[config.mk]
export PLATFORM = sky130hd
export DESIGN_NAME = uart_rx_deserializer
export DESIGN_NICKNAME = d
export VERILOG_FILES = /design/src/rtl/uart_rx_deserializer_pkg.sv /design/src/rtl/sync_2ff.sv /design/src/rtl/uart_rx_deserializer.sv
export SDC_FILE = /design/constraint.sdc
export NUM_CORES = 1
export LEC_CHECK = 0
export BUFFER_PORTS_ARGS = -buffer_cell sky130_fd_sc_hd__buf_4
export CAP_MARGIN = 20
export CORE_ASPECT_RATIO = 0.5
export CORE_MARGIN = 2
export CORE_UTILIZATION = 57
export CTS_CLUSTER_SIZE = 24
export DETAILED_ROUTE_END_ITERATION = 12
export PLACE_DENSITY = 0.77
export SYNTH_ARGS = -nofsm -noshare
export SYNTH_HDL_FRONTEND = slang
export SYNTH_HIERARCHICAL = 1
export SYNTH_SLANG_ARGS = --single-unit
[constraint.sdc]
create_clock -name i_clk -period 2.7 [get_ports i_clk]
set_input_delay 0.27 -clock i_clk [delete_from_list [all_inputs] [get_ports i_clk]]
set_output_delay 0.27 -clock i_clk [all_outputs]
set_load 0.02 [all_outputs]
[src/rtl/uart_rx_deserializer_pkg.sv]
// Shared UART definitions: FSM state encoding and default frame geometry,
// common to the RX deserializer, TX serializer and baud generator.
package uart_rx_deserializer_pkg;

    localparam int DEF_OVERSAMPLE = 16;
    localparam int DEF_DATA_BITS  = 8;

    localparam logic [2:0] S_IDLE   = 3'd0;
    localparam logic [2:0] S_START  = 3'd1;
    localparam logic [2:0] S_DATA   = 3'd2;
    localparam logic [2:0] S_PARITY = 3'd3;
    localparam logic [2:0] S_STOP   = 3'd4;

    typedef enum logic [2:0] {
        ST_IDLE   = S_IDLE,
        ST_START  = S_START,
        ST_DATA   = S_DATA,
        ST_PARITY = S_PARITY,
        ST_STOP   = S_STOP
    } rx_state_t;

    function automatic int max_int(input int a, input int b);
        return (a > b) ? a : b;
    endfunction

endpackage

[src/rtl/sync_2ff.sv]
// Two-flop synchronizer for a single asynchronous input.
// RESET_VAL sets the value both flops take while in reset.
module sync_2ff #(
    parameter logic RESET_VAL = 1'b0
) (
    input  logic i_clk,
    input  logic i_reset_n,
    input  logic i_d,
    output logic o_q
);

    logic meta_q;
    logic sync_q;

    always_ff @(posedge i_clk or negedge i_reset_n) begin
        if (!i_reset_n) begin
            meta_q <= RESET_VAL;
            sync_q <= RESET_VAL;
        end else begin
            meta_q <= i_d;
            sync_q <= meta_q;
        end
    end

    assign o_q = sync_q;

endmodule

[src/rtl/uart_rx_deserializer.sv]
// UART receive front-end: oversampled start/data/parity/stop deserializer
// feeding the RX FIFO write port directly.
module uart_rx_deserializer
    import uart_rx_deserializer_pkg::*;
#(
    parameter int DATA_BITS  = DEF_DATA_BITS,
    parameter int OVERSAMPLE = DEF_OVERSAMPLE,
    parameter int SB_TICKS   = 16,
    parameter int PARITY_EN  = 0,
    parameter int PARITY_ODD = 0
) (
    input  logic                 i_clk,
    input  logic                 i_reset_n,
    input  logic                 i_tick,
    input  logic                 i_rx,
    output logic [DATA_BITS-1:0] o_data,
    output logic                 o_rx_done,
    output logic                 o_frame_err,
    output logic                 o_parity_err
);

    localparam int TW = $clog2(max_int(OVERSAMPLE, SB_TICKS));
    localparam int BW = (DATA_BITS > 1) ? $clog2(DATA_BITS) : 1;

    localparam logic [TW-1:0] MID_TICK  = TW'(OVERSAMPLE / 2 - 1);
    localparam logic [TW-1:0] BIT_TICK  = TW'(OVERSAMPLE - 1);
    localparam logic [TW-1:0] STOP_TICK = TW'(SB_TICKS - 1);
    localparam logic [BW-1:0] LAST_BIT  = BW'(DATA_BITS - 1);
    localparam logic          ODD       = (PARITY_ODD != 0);
    localparam logic          HAS_PAR   = (PARITY_EN != 0);

    logic                 rx_s;
    rx_state_t            state_q,   state_d;
    logic [TW-1:0]        tick_q,    tick_d;
    logic [BW-1:0]        bit_q,     bit_d;
    logic [DATA_BITS-1:0] shreg_q,   shreg_d;
    logic                 par_bad_q, par_bad_d;
    logic [DATA_BITS-1:0] data_q,    data_d;
    logic                 done_q,    done_d;
    logic                 ferr_q,    ferr_d;
    logic                 perr_q,    perr_d;

    sync_2ff #(
        .RESET_VAL (1'b1)
    ) u_rx_sync (
        .i_clk     (i_clk),
        .i_reset_n (i_reset_n),
        .i_d       (i_rx),
        .o_q       (rx_s)
    );

    always_ff @(posedge i_clk or negedge i_reset_n) begin
        if (!i_reset_n) begin
            state_q   <= ST_IDLE;
            tick_q    <= '0;
            bit_q     <= '0;
            shreg_q   <= '0;
            par_bad_q <= 1'b0;
            data_q    <= '0;
            done_q    <= 1'b0;
            ferr_q    <= 1'b0;
            perr_q    <= 1'b0;
        end else begin
            state_q   <= state_d;
            tick_q    <= tick_d;
            bit_q     <= bit_d;
            shreg_q   <= shreg_d;
            par_bad_q <= par_bad_d;
            data_q    <= data_d;
            done_q    <= done_d;
            ferr_q    <= ferr_d;
            perr_q    <= perr_d;
        end
    end

    always_comb begin
        state_d   = state_q;
        tick_d    = tick_q;
        bit_d     = bit_q;
        shreg_d   = shreg_q;
        par_bad_d = par_bad_q;
        data_d    = data_q;
        done_d    = 1'b0;
        ferr_d    = 1'b0;
        perr_d    = 1'b0;

        unique case (state_q)
            ST_IDLE: begin
                if (!rx_s) begin
                    state_d = ST_START;
                    tick_d  = '0;
                end
            end
            ST_START: begin
                if (i_tick) begin
                    if (tick_q == MID_TICK) begin
                        tick_d  = '0;
                        bit_d   = '0;
                        // Line back high at mid start bit: treat as a glitch.
                        state_d = rx_s ? ST_IDLE : ST_DATA;
                    end else begin
                        tick_d = tick_q + 1'b1;
                    end
                end
            end
            ST_DATA: begin
                if (i_tick) begin
                    if (tick_q == BIT_TICK) begin
                        tick_d  = '0;
                        shreg_d = {rx_s, shreg_q[DATA_BITS-1:1]};
                        if (bit_q == LAST_BIT) begin
                            state_d = HAS_PAR ? ST_PARITY : ST_STOP;
                        end else begin
                            bit_d = bit_q + 1'b1;
                        end
                    end else begin
                        tick_d = tick_q + 1'b1;
                    end
                end
            end
            ST_PARITY: begin
                if (i_tick) begin
                    if (tick_q == BIT_TICK) begin
                        tick_d    = '0;
                        par_bad_d = (^shreg_q) ^ rx_s ^ ODD;
                        state_d   = ST_STOP;
                    end else begin
                        tick_d = tick_q + 1'b1;
                    end
                end
            end
            ST_STOP: begin
                if (i_tick) begin
                    if (tick_q == STOP_TICK) begin
                        tick_d  = '0;
                        state_d = ST_IDLE;
                        // Framing error masks any parity result.
                        if (!rx_s) begin
                            ferr_d = 1'b1;
                        end else if (par_bad_q) begin
                            perr_d = 1'b1;
                        end else begin
                            done_d = 1'b1;
                            data_d = shreg_q;
                        end
                    end else begin
                        tick_d = tick_q + 1'b1;
                    end
                end
            end
            default: begin
                state_d = ST_IDLE;
            end
        endcase
    end

    assign o_data       = data_q;
    assign o_rx_done    = done_q;
    assign o_frame_err  = ferr_q;
    assign o_parity_err = perr_q;

endmodule
==> results.md <==
- Status: complete, no violations
- Largest area contributor in the netlist: dfrtp_1
- Drt wl/cell: 13.9 um
- Largest buffer count on any clock path: 2
- Worst-margin pin slew: 511 ps
- Worst Skew: 4.18 ps
- Drc violations: 0
- Core ar.: 2590 um^2
- Number of synthesized register bits: 32
- Seq/Total Area, Yosys: 52.0%
- Synth-to-layout area growth: 15.5%
- Nets: 150
- I/O Buffers: 14
- Fmax: 494 MHz
- Post-synth top cells: dfrtp_1, mux2_2, nand2_1, xnor2_1, nor2_1
- Setup TNS: 0 ps
- Row count: 13
- # setup viols final: 0
- Crit path buf inv count: 0
- Period utilization: 75.0%
- Gr ovfl total: 0
- Gr busiest metal: met2
- Pre-CTS setup slack: 703 ps
- Cts repair resizes: 0
- Hold slack: 95.3 ps
- Clock period minus final worst setup slack: 2030 ps
- DR vias/cell: 5.49
- Most numerous cell in the Yosys netlist: dfrtp_1
- Global placement routability congestion: 0.834
- Antenna violations before repair: 0
- Synth cell types: 41
- Global Route met2 Usage: 28.2%
- Fin area: 1790 um^2
- Vert. Die Dim: 40.8 um
- Critical Path RT: 2870 ps
- Slack of the critical path: 674 ps
- ANT cells: 0
- CP endpoint kind: register
- Final antenna-violating net count: 0
- Max Cap Violations: 0
- WP data arrival: 2190 ps
- Reg2Reg Launch Point: bit_q[0]
- LEAKAGE: 0.881 nW
- Max_slew headroom: 66.0%
- DP Area: 1670 um^2
- Initial core utilization: 59.7%
- Final HPWL DP: 1650 um
- H-tree depth: 2
- Utilization after layout: 69.0%
- Post-synth net total: 133
- Met3 Track Usage GR: 7.27%
- Hold wc startpoint: i_rx
- Die ar.: 3170 um^2
- First-pass GRT wire length: 4170 um
- Setup CP Type: register to register
- Worst-path clk slew: 70 ps
- CP cell instances: ha_1 > ha_1 > nor2_1 > a31oi_1 > or4b_4 > mux2_4
- Share of layout cells above drive strength 1: 35.4%
- Synth Instances: 126
- Drt initial violations: 37
- Final WL: 2520 um
- PD cells: 801 nW/um^2
- Avg Inst Size Synth: 12.3 um^2
- CTS Sinks: 32
- CP max stage cell: or4b_4
- Vias in the first global route: 874
- Drt pass-1 iters: 4
- Pins Over Slew Limit: 0
- Post-synth EDFFs: 0
- Final hold viol count: 0
- Skew-Pair Late Insertion Delay: 280 ps
- TritonCTS clock tree: yes
- Synth Warn #: 6
- CP most frequent cell: ha_1
- Post-synth top area share: 48.6%
- Synth top area cells: dfrtp_1, mux2_2, xnor2_1
- Ys async rst share: 100%
- Peak VDD IR: 380 uV
- GRT met1 Usage: 23.9%
- Root buf cell: clkbuf_8
- Critical path's top delay family: simple AND/OR/NAND/NOR gates
- Total GRT Usage: 18.6%
- Netlist Area Pre-Place: 1550 um^2
- Largest stage delay on the critical path: 570 ps
- CP max FO: 3
- RSZ-0062 raised after global routing: no
- Io pins: 15
- Crit path from: bit_q[0]
- Post-route insts no fill: 181
- Total power: 1.43 mW
- Num CTS Buffers: 5
- Detailed-route via count: 994
- Primary FF master, synth: dfrtp_1
- Startpoint types: register
- Die W: 77.6 um
- Pin count of the biggest net entering global routing: 33
- Placed cell count: 172
- Hold Crit Class: input port to register
-- state kept, by name, indices dropped and copies added, names as in the netlist --
signal / flops
o_frame_err: 1
bit_q: 3
o_data: 8
shreg_q: 8
u_rx_sync/o_q: 1
u_rx_sync/meta_q: 1
par_bad_q: 1
state_q: 3
o_parity_err: 1
o_rx_done: 1
tick_q: 4
-- cells by family after synthesis --
logic type      share of synthesized area [%]
simple gates                             15.0
flops                                    52.0
mux                                      16.1
compound gates                           6.48
xor+xnor                                 5.67
buf+inv                                  2.35
fa+ha+maj                                2.43
-- layer usage --
metal / up-vias / wire length, um
li1: 477 / -
met3: 5 / 120
met1: 493 / 1220
met4: 0 / 27
met2: 19 / 1150
met5: - / 0
-- where the power goes --
group	total, mW	switching (mW)	internal (mW)
logic	0.359	0.184	0.175
registers	0.621	0.0850	0.536
clock network	0.450	0.176	0.274
total	1.43	0.445	0.984
-- placed cells by master (no fill, tap or decap), drive strengths merged, types with 2 or more instances in the layout --
cell type and count:
a21o 2, mux2 20, nor3 2, clkbuf 6, nor3b 2, xnor2 9
nand2 9, dfstp 2, buf 14, a21oi 2, nor2b 2, mux2i 2
dfrtp 30, ha 3, a31oi 2, nand3 3, o211ai 2, and2 2
o21ai 2, inv 2, nor2 8, and3 2
-- final timing paths --
check                                    to  slack, ps  depth (start not counted)
max reg2reg                        bit_q[0]        670                          6
min reg2reg                   u_rx_sync/o_q        350                          0
min                        u_rx_sync/meta_q        100                          1
max                                bit_q[0]        670                          6
min in group asynchronous        shreg_q[5]        460                          2
max in group asynchronous     u_rx_sync/o_q       1920                          2
-- repair_timing --
action | in CTS | in global routing
hold buffers | 1 | 0
buffers inserted | 0 | 0
endpoints found under the hold margin | 30 | 0
endpoints found under the setup margin | 0 | 0
-- area by class of cell --
cell class | instances | area, um^2
sequential | 32 | 803
fill | 187 | 801
multi-input combinational | 87 | 706
timing repair buffer | 15 | 115
clock buffer | 6 | 72.6
tap | 37 | 46.3
clock inverter | 2 | 35.0
inverter | 2 | 7.51
Power figures use the tool's default switching activity.
